===== src/rtl/fifo_rd_prefetch.sv =====
// Read side of an async FIFO: prefetches RAM words into a 3-entry output buffer.
// Optional FIFO_RD_LEVEL_EN adds a registered rd_level occupancy output.
module fifo_rd_prefetch #(
  parameter int MEM_WIDTH  = 32,
  parameter int ADDR_WIDTH = 3
) (
  input  logic                  r_clk,
  input  logic                  reset,
  input  logic [ADDR_WIDTH:0]   w_ptr_gray_sync,
  output logic                  r_en,
  output logic [ADDR_WIDTH-1:0] r_adrs,
  input  logic [MEM_WIDTH-1:0]  r_data,
  output logic [ADDR_WIDTH:0]   r_ptr_gray,
  output logic                  out_valid,
  input  logic                  out_ready,
  output logic [MEM_WIDTH-1:0]  out_data,
  output logic                  fifo_empty
`ifdef FIFO_RD_LEVEL_EN
  ,
  output logic [ADDR_WIDTH+1:0] rd_level
`endif
);

  logic [ADDR_WIDTH:0]  rd_ptr;
  logic [ADDR_WIDTH:0]  rd_ptr_nxt;
  logic [1:0]           buf_cnt;
  logic                 infl;
  logic [MEM_WIDTH-1:0] buf_mem [3];
  logic [1:0]           head;
  logic [1:0]           tail;
  logic                 push;
  logic                 pop;

  function automatic logic [1:0] nxt_idx(input logic [1:0] i);
    return (i == 2'd2) ? 2'd0 : i + 2'd1;
  endfunction

  // Issue decision uses registered state only, so out_ready never reaches r_en.
  always_comb begin
    fifo_empty = (r_ptr_gray == w_ptr_gray_sync);
    r_en       = !reset && !fifo_empty && (({1'b0, buf_cnt} + {2'b00, infl}) < 3'd3);
    r_adrs     = rd_ptr[ADDR_WIDTH-1:0];
    rd_ptr_nxt = rd_ptr + {{ADDR_WIDTH{1'b0}}, r_en};
    out_valid  = !reset && (buf_cnt != 2'd0);
    out_data   = buf_mem[head];
    push       = infl;
    pop        = out_valid && out_ready;
  end

  always_ff @(posedge r_clk) begin
    if (reset) begin
      rd_ptr     <= '0;
      r_ptr_gray <= '0;
      buf_cnt    <= 2'd0;
      infl       <= 1'b0;
      head       <= 2'd0;
      tail       <= 2'd0;
      for (int i = 0; i < 3; i++) buf_mem[i] <= '0;
    end else begin
      rd_ptr     <= rd_ptr_nxt;
      r_ptr_gray <= rd_ptr_nxt ^ (rd_ptr_nxt >> 1);
      infl       <= r_en;
      if (push) begin
        buf_mem[tail] <= r_data;
        tail          <= nxt_idx(tail);
      end
      if (pop) head <= nxt_idx(head);
      case ({push, pop})
        2'b10:   buf_cnt <= buf_cnt + 2'd1;
        2'b01:   buf_cnt <= buf_cnt - 2'd1;
        default: buf_cnt <= buf_cnt;
      endcase
    end
  end

`ifdef FIFO_RD_LEVEL_EN
  logic [ADDR_WIDTH:0] w_ptr_bin;
  logic [ADDR_WIDTH:0] lvl_diff;

  // Gray to binary: each bit is the XOR of all Gray bits at or above it.
  always_comb begin
    w_ptr_bin = '0;
    for (int i = 0; i <= ADDR_WIDTH; i++) w_ptr_bin[i] = ^(w_ptr_gray_sync >> i);
    lvl_diff = w_ptr_bin - rd_ptr;
  end

  always_ff @(posedge r_clk) begin
    if (reset) rd_level <= '0;
    else rd_level <= (ADDR_WIDTH+2)'(lvl_diff) + (ADDR_WIDTH+2)'(buf_cnt)
                     + (ADDR_WIDTH+2)'(infl);
  end
`endif

endmodule


===== config.mk =====
export PLATFORM = sky130hd
export DESIGN_NAME = fifo_rd_prefetch
export DESIGN_NICKNAME = d
export VERILOG_FILES = /design/src/rtl/fifo_rd_prefetch.sv
export SDC_FILE = /design/constraint.sdc
export NUM_CORES = 1
export LEC_CHECK = 0
export ABC_AREA = 1
export CORE_ASPECT_RATIO = 1.5
export CORE_MARGIN = 10
export CORE_UTILIZATION = 51
export CTS_BUF_LIST = sky130_fd_sc_hd__clkbuf_8
export DETAILED_ROUTE_END_ITERATION = 8
export PLACE_DENSITY = 0.78
export SYNTH_ARGS = -nofsm -noshare
export SYNTH_HDL_FRONTEND = slang
export SYNTH_SLANG_ARGS = --single-unit

===== constraint.sdc =====
create_clock -name r_clk -period 4.5 [get_ports r_clk]
set_clock_uncertainty 0.15 [all_clocks]
set_input_delay 0.675 -clock r_clk [delete_from_list [all_inputs] [get_ports r_clk]]
set_output_delay 0.675 -clock r_clk [all_outputs]
set_load 0.05 [all_outputs]

Word-level counts from Yosys, hierarchy flattened. Memory sizes are Yosys's and may differ from the RTL's. A register that Yosys moved wholly into a read port is not among the register bits. Index checks and enable logic that the tools add are counted. Widths: inputs -> output; s select.

Add/subtract/negate cells: 6. Multiplexer cells: 13. Bitwise operators: 1. Equality and inequality tests: 5. Reduce and logical (&&, ||, !) cells: 9. Order comparisons: 1.

Operators with widths (number): $mux 32 (1); $reduce_or 32->1 (1); $mux 2 (5); $add 2x1->2 const B (3); $eq 2x2->1 const B (3); $mux 1 (6); $add 4x1->4 (1); $eq 4x4->1 (1); $logic_and 1x1->1 (4); $pmux 2 s2 (1); $reduce_bool 2->1 (2); $xor 4x3->4 (1); $add 2x1->3 (1); $lt 3x2->1 const B (1); $eq 2x1->1 const B (1); $logic_not 1->1 (2); $sub 2x1->2 const B (1).

Output and inout bits: 42. RAM bits: 96. Word-level logic and storage cells: 42. Bits of input ports: 39. Memories: 1. Register bits: 15.

Memory list: buf_mem (words 3, width 32, read ports 1, clocked after memory_dff 1, wr ports 3, RTL line 28) `logic [MEM_WIDTH-1:0] buf_mem [3];`.

Logic depth before layout (Yosys ltp). Gate-level depths: netlist of run 1.

Depth in word-level cells: 6. Mapped depth: 13. Gate-level depth less buffers: 13.

Least setup slack after synthesis of run 1. No wires, ideal clock.

Kind: input to register. Start point: input reset. End point: memory buf_mem[3][0] (enable). Setup slack: -0.151 ns. Data arrival time: 3.999 ns. Path buffers: 1. Required time: 3.848 ns. Library setup time: 0.502 ns. Stages on the path: 2. Cells stage by stage: buf_6 > nor4_1.

RTL lines: from (decl) (RTL line 8) `input logic reset,`; to (decl) (RTL line 28).

==> results.yml, run 1 <==
run_status:
  status: "finished clean"
global_routing:
  grt_max_degree: 65
  grt-ovfl-total: 0
  grt_pass1_wl_um: 21900
  grt_pass1_vias: 4553
  grt_util_all_layers_pct: 16.6
  antenna_found_initial: 0
critical_path:
  ff2ff_setup_slack_ps: 2090
  cp-end-kind: "output pin"
  crit_fanout: 33
  reg2reg_to: "buf_mem[0][28]"
  worstSetupPathType: "reg2out"
  start_kind: "flop"
  cp.required_ps: 3670
  timing.rr.start: "infl"
  cp.arrival_ps: 3200
  r2r_cells: 4
clock_tree:
  ctsHoldBuffers: 0
  cts_buffers: 17
  cts_tree: "built"
  cts_root_buf: "clkbuf_8"
  cts-htree-levels: 4
  clk_path_buf_depth: 2
  cts_resized: 0
  clk_latency_ps: 430
  cts.sinks: 144
  path_clk_slew_ps: 70
  postCtsSetupBuffers: 0
final_layout:
  area_growth_pct: 20.0
  n_antenna_cell: 0
  post-route-util_pct: 61.8
  final_layout_size_suffix_gt1_share_pct: 6.98
  final_nets: 676
sta:
  slew_headroom_pct: 36.0
  hold_violations: 0
  fmax_mhz: 248
  finalWorstSetupSlack_ps: 475
  drv_slew: 0
  setup_viol: 0
  min_period_ps: 4020
  fin_setup_tns_ps: 0
  min_period_over_period_pct: 89.4
  worst_slew_pin_slew_ps: 959
  rsz0062_at_grt: "false"
route:
  drt_iter0_drc: 316
  vias: 4284
  wl_per_cell_um: 17.3
  drcViolationCount: 0
  via_per_inst: 5.37
  dr.pass1.iters: 5
  postRouteAntennaNets: 0
  routed_wl_um: 13800
synth:
  syn_area_per_cell_um2: 11.0
  synth_cells: 559
  synth_area_um2: 6130
  yosys_register_bits: 144
  yosysSeqAreaShare_pct: 67.9
  synth_top_area_share_pct: 62.7
  synth_area_leader_cell: "edfxtp_1"
  synth_cell_types: 25
  synth_nets: 603
  synth_area_leaders: "edfxtp_1 63%, nor2_1 10%, o21ai_0 5.3%, dfxtp_1 5.2%, inv_1 3.4%"
  ys_warn_count: 0
pwr:
  power_density_nw_per_um2: 463
  peakVddDrop_v: 0.000244
  total_power_mw: 3.40
  power.static_leakage_nw: 2.87
floorplanning:
  coreArea_um2: 11900
  dieArea_um2: 16900
  initial_utilization_pct: 51.5
  die_h_um: 154
  rows: 49
  io_pins: 81
  fp.dieW_um: 110
min_path:
  whs_path_depth: 2
  hold_end: "head[1]"
  hold_start: "head[0]"
  min_path_type: "reg2reg"
placed_design:
  place.gp.congestion: 0.760
  portBuffers: 80
  hpwlAfterDp_um: 8610
  place_ws_ps: 1020
run:
  maxCapViolations: 0
-- placed cells by master (no fill, tap or decap), drive strengths merged --
cell,count
xor2,1
a21oi,5
nand3,7
o22ai,32
nand4,2
clkdlybuf4s50,80
o21ai,70
and2,1
buf,4
nor4,1
clkbuf,17
nand2,27
nor2,177
edfxtp,128
clkinv,5
clkinvlp,3
ha,5
dfxtp,16
a31oi,1
bufinv,3
inv,60
-- synth_stat cells (all sizes together) --
| library cell | number |
|---|---|
| nor2 | 177 |
| edfxtp | 128 |
| o21ai | 70 |
| inv | 56 |
| o22ai | 32 |
| nand2 | 27 |
| buf | 22 |
| dfxtp | 16 |
| clkbuf | 8 |
| nand3 | 7 |
| a21oi | 5 |
| ha | 5 |
| nand4 | 2 |
| a31oi | 1 |
| and2 | 1 |
| nor4 | 1 |
| xor2 | 1 |
-- per-layer routing --
metal | up-vias | global-route usage [%] | share of wire (%)
li1 | 2049 | - | -
met1 | 2073 | 17.3 | 36
met2 | 140 | 28.9 | 54
met3 | 22 | 6.16 | 8.0
met4 | 0 | 7.34 | 2.0
met5 | - | 0 | 0
-- metrics by stage --
step                hold slack (ps)  area [um^2]  instances
global route                    390         7350        798
CTS                             362         7350        798
finish                          359         7350        798
floorplan                       316         6130        559
global placement                336         6970        766
detailed placement              348         6970        766
-- worst max path at each step --
stage | startpoint | end | slack [ps] | cells past startpoint
final | flop | out_data[8] | 480 | 5
after global routing | flop | out_data[8] | 430 | 5
after CTS | flop | out_data[8] | 520 | 5
after detailed placement | flop | out_data[8] | 1020 | 5
after global placement | reset | r_en | 1050 | 5
after floorplan | reset | buf_mem[3][0] | 1210 | 2
-- power breakdown --
| group | total, mW | leakage, nW | internal, mW | switching [mW] |
|---|---|---|---|---|
| Clock | 0.998 | 0.204 | 0.535 | 0.463 |
| Sequential | 1.61 | 1.42 | 1.57 | 0.0455 |
| Combinational | 0.792 | 1.25 | 0.241 | 0.551 |
| Total | 3.40 | 2.87 | 2.34 | 1.06 |
-- sequential cells by signal, indices dropped and copies added, names as in the netlist, named ones only --
signal      flops
buf_mem       128
r_ptr_gray      4
rd_ptr          3
buf_cnt         2
head            2
tail            2
infl            1
-- logic make-up (layout without fill, tap and decap cells) --
group,after synthesis,count (layout),share of synthesized area [%]
AO/OA/AOI/OAI,108,108,9.49
adder cells (fa/ha/maj),5,5,1.02
buffers and inverters,86,172,6.84
XOR/XNOR,1,1,0.143
AND/OR/NAND/NOR,215,215,14.6
flip-flops,144,144,67.9
-- layout make-up --
| class | count | area, um^2 |
|---|---|---|
| Clock buffer | 17 | 234 |
| Clock inverter | 15 | 155 |
| Fill cell | 936 | 4540 |
| Timing Repair Buffer | 84 | 831 |
| Multi-Input combinational cell | 329 | 1570 |
| Inverter | 56 | 213 |
| Sequential cell | 144 | 4170 |
| Tap cell | 153 | 191 |
-- worst max-delay path, cell delays in order, from the launching register on --
cell	delay (ps)
dfxtp_1	300
buf_4	230
inv_1	750
o21ai_0	260
o22ai_1	320
clkdlybuf4s50_1	890
Power figures use the tool's default switching activity.
==> inputs of run 2 (changes only) <==
Settings changed: CORE_UTILIZATION 51 to 57, GPL_ROUTABILITY_DRIVEN set to 0, PLACE_DENSITY 0.78 to 0.82.
Clock period 4.5 ns to 4.1 ns, I/O delays scaled along.
==> results.yml, run 2 (same netlist as run 1, synthesis figures left out) <==
final_layout:
  final_common_cell: "nor2_1"
  largest_register_ffs: 128
  final_nets: 677
  post-route-util_pct: 70.0
  area_growth_pct: 20.3
  reg_top3: "buf_mem: 128 flops, r_ptr_gray: 4 flops, rd_ptr: 3 flops"
  regMostFlops: "buf_mem"
  mostFrequentLayoutCells: "171 x nor2_1, 128 x edfxtp_1, 80 x clkdlybuf4s50_1"
  final_layout_size_suffix_gt1_share_pct: 7.13
  n_antenna_cell: 0
  fillCellCount: 770
critical_path:
  cp_slowest_stage_delay_ps: 850
  start_kind: "flop"
  cp.arrival_ps: 2850
  cp.required_ps: 3340
  slowest_stage: "clkdlybuf4s50_1"
  worstSetupPathType: "reg2out"
  cp-end-kind: "output pin"
  cp_cell_sequence: "buf_4 -> o21ai_0 -> o22ai_1 -> clkdlybuf4s50_1"
  crit_fanout: 36
global_routing:
  grt-ovfl-total: 0
  grt_pass1_vias: 4462
  grt_max_degree: 65
  grt_pass1_wl_um: 21400
  grt_util_all_layers_pct: 17.5
  antenna_found_initial: 0
placed_design:
  portBuffers: 80
  hpwlAfterDp_um: 8470
clock_tree:
  cts_root_buf: "clkbuf_8"
  path_clk_slew_ps: 70
  postCtsSetupBuffers: 0
  cts.sinks: 144
  clk_latency_ps: 440
  cts_tree: "built"
  ctsHoldBuffers: 0
  cts-htree-levels: 4
  clk_path_buf_depth: 2
  cts_buffers: 17
  cts_resized: 0
sta:
  fmax_mhz: 277
  hold_ws_ps: 367
  worst_slew_pin_slew_ps: 875
  drv_slew: 0
  fin_setup_tns_ps: 0
  min_period_over_period_pct: 88.1
  min_period_ps: 3610
  slew_headroom_pct: 41.5
  setup_viol: 0
  rsz0062_at_grt: "false"
  hold_violations: 0
route:
  dr.pass1.iters: 5
  postRouteAntennaNets: 0
  vias: 4319
  drt_iter0_drc: 296
  via_per_inst: 5.47
  routed_wl_um: 13400
  wl_per_cell_um: 17.0
  drcViolationCount: 0
pwr:
  power.static_leakage_nw: 2.87
  total_power_mw: 3.79
  peakVddDrop_v: 0.000334
  intPower_mw: 2.63
  power_density_nw_per_um2: 515
  pwr-share-comb_pct: 22.8
  switching_share_pct: 30.6
  power.share.sequential_pct: 46.7
  switching_power_mw: 1.16
  p_clk_share_pct: 30.5
run:
  maxCapViolations: 0
min_path:
  min_path_type: "reg2reg"
floorplanning:
  io_pins: 81
  fp.dieW_um: 105
  die_h_um: 147
  coreArea_um2: 10500
  dieArea_um2: 15400
  rows: 46
  initial_utilization_pct: 58.2
run_status:
  status: "finished clean"
-- run 2: final cells by class --
cell class	instances	area [um^2]	share of cell area (%)
clock buffers	17	234	3.17
clock inverters	14	174	2.36
inverters	56	213	2.89
multi-input cells	329	1570	21.3
flip-flops and latches	144	4170	56.5
well taps	144	180	2.44
repair buffers	85	838	11.4
-- run 2: per-layer routing --
metal	vias up	GRT usage, %	part of all wire (%)
met1	2087	17.8	36
li1	2041	-	-
met2	169	31.7	54
met3	22	6.22	7.6
met5	-	0	0
met4	0	7.44	1.9
-- run 2: power by group through the flow --
stage	registers (mW)	logic, mW	clock network [mW]
CTS	1.77	0.875	1.15
global placement	1.80	0.851	0
global route	1.78	0.929	1.21
finish	1.77	0.867	1.16
detailed placement	1.80	0.871	0
floorplan	1.82	0.565	0
-- run 2: final timing paths --
kind           start             to  slack (ps)  depth (start not counted)
max             flop   out_data[15]         490                          4
min reg2reg  head[0]           flop         370                          2
min          head[0]           flop         370                          2
max reg2reg     infl  buf_mem[2][9]        1680                          4
-- run 2: critical path, delay by kind of cell, from the launching register on --
family,cells,cell delay [ps]
compound gates,2,400
buf+inv,2,1260
flops,1,720
-- run 2: stage by stage --
stage	cell area (um^2)	worst slack, ps	instances
2_1_floorplan	6130	873	559
3_3_place_gp	6960	780	758
3_5_place_dp	6960	740	758
4_1_cts	7370	439	789
5_1_grt	7370	285	789
6_report	7370	486	789
==> inputs of run 3 (changes only) <==
Settings changed: SETUP_SLACK_MARGIN set to 0.05.
==> results of run 3 <==
The final DEF is identical to that of run 2; final timing and power are the same.
==> edit, RTL diff (config.mk and constraints of run 2) <==
Build with the macro `FIFO_RD_LEVEL_EN` defined.
--- a/src/rtl/fifo_rd_prefetch.sv
+++ b/src/rtl/fifo_rd_prefetch.sv
@@ -1,4 +1,6 @@
 // Read side of an async FIFO: prefetches RAM words into a 3-entry output buffer.
 // Optional FIFO_RD_LEVEL_EN adds a registered rd_level occupancy output.
+`define FIFO_RD_LEVEL_EN
+
 module fifo_rd_prefetch #(
   parameter int MEM_WIDTH  = 32,
Formal check against the unedited RTL (old outputs only; new: rd_level): equivalent (Yosys induction, for registers that start in step).
==> edit against run 2 <==
  * Synthesized area up 4.9%
  * Power up 10%
  * Sequential cell count up 5
  * Routed wire length up 9.0%
  * Final area up 5.5%
  * Combinational power up 31%
  * Setup slack better by 100 ps
  * Synthesized cell count up 4.1%
  * Highest routed layer unchanged
==> edit: results (changes against run 2) <==
outcome=completed; Nets=716 (+5.8%); placed insts=793 (+4.6%); WL met3=1059 um (+4.4%); port bufs=85 (+6.3%); Primary FF master, synth=edfxtp_1; first-pass GRT wire length=23540 um (+10%); Root Driver=clkbuf_8; Area contributors post-synth=edfxtp_1 (60%), nor2_1 (9.9%), dfxtp_1 (6.5%); initial antenna violation count=0 (unchanged); Fillers=812 (+5.5%); vias in the first global route=4882 (+9.4%); Unique masters post-synth=30 (+20%); Net Count, Synth=633 (+5.0%); routed length per instance=17.73 um (+4.2%); post-synthesis cell count=582 (+4.1%); data arrival time of the worst path=2750 ps (-100 ps); hpwl dp=9418 um (+11%); HP Class=flip-flop to flip-flop; Post-synth top cells=nor2_1 (170), edfxtp_1 (128), o21ai_0 (65); register area share after synthesis=66.34% (-1.6 points); met1 WL=5131 um (+5.9%); Worst VDD drop=0.0003373 V (+0.85%); vias per cell=5.556 (+1.5%); Hold Path Origin=head[1]; synth warn=0 (unchanged); CP max FO=21 (-42%); Post-Layout Cell Count=825 (+4.6%); Worst slew margin=40.28% (-1.2 points); clk_lat worst skew=450 ps; Total Routing Usage GR=18.75% (+1.2 points); Async SR Flop Fraction=0% (unchanged); DR WL met2=7866 um (+7.7%); Top Registers=buf_mem: 128 flops, rd_level: 5 flops, r_ptr_gray: 4 flops; LEAKAGE=3.028 nW (+5.6%); Detailed Routing Iterations Pass 1=5 (unchanged); First DRT Iteration DRCs=267 (-9.8%); share of cells above drive strength 1=8.407% (+1.3 points); pin count of the biggest net entering global routing=65 (unchanged)
[edit: cell count changes in the layout (fill, tap and decap cells not counted), sizes merged, moves of 4 or more]
cell           change
a21oi              +6
clkdlybuf4s50      +5
dfxtp              +5
ha                 +4
nand2              -6
xor2               +6
[edit: final timing paths]
check / endpoint / slack (ps) / cells past startpoint
setup / recovery: out_data[22] / 590 / 5
hold / removal: flip-flop / 340 / 1
setup reg to reg: r_ptr_gray[1] / 1570 / 11
hold reg to reg: flip-flop / 340 / 1
[edit: layer usage]
metal | track usage, % | vias up
li1 | - | 2146
met1 | 18.58 | 2188
met2 | 33.66 | 194
met3 | 5.854 | 56
met4 | 10.60 | 0
met5 | 0 | -
[edit: where the power goes]
part           switching, mW  internal, mW  total (mW)  leakage [nW]
clock                  0.536         0.654        1.19         0.204
combinational          0.787         0.355        1.14          1.36
sequential            0.0585          1.80        1.85          1.46
total                   1.38          2.80        4.19          3.03
[edit: critical path, stage by stage (launching register included)]
cell,delay (ps)
dfxtp_1,320
inv_1,470
buf_4,290
o21ai_0,90
o22ai_1,250
clkdlybuf4s50_1,870
[edit: cell type report]
cell class / instances / share of cell area [%]
inverters: 59 / 2.848
multi-input cells: 345 / 22.82
well taps: 147 / 2.365
clock buffers: 17 / 3.009
flip-flops and latches: 149 / 54.85
repair buffers: 93 / 11.71
clock inverters: 15 / 2.397
[edit: through the flow]
stage	instance area [um^2]	setup WS [ps]	utilization (%)	hold slack, ps
2_1_floorplan	6434	686.3	-	299.2
3_3_place_gp	7356	829.5	66.53	331.6
3_5_place_dp	7356	827.2	66.53	329.0
4_1_cts	7776	598.3	70.34	340.0
5_1_grt	7776	519.4	70.34	394.1
6_report	7776	588.2	70.34	337.5
[edit: cell families (layout without fill, tap and decap cells)]
logic type | after synthesis | in the layout | synth area share (%)
DFF | 149 | 149 | 66.34
and+or+nand+nor | 209 | 209 | 13.45
xor gates and xnor gates | 9 | 9 | 1.343
AOI/OAI and AO/OA | 115 | 115 | 9.772
buffers and inverters | 88 | 184 | 6.405
adders and majority gates | 12 | 12 | 2.686
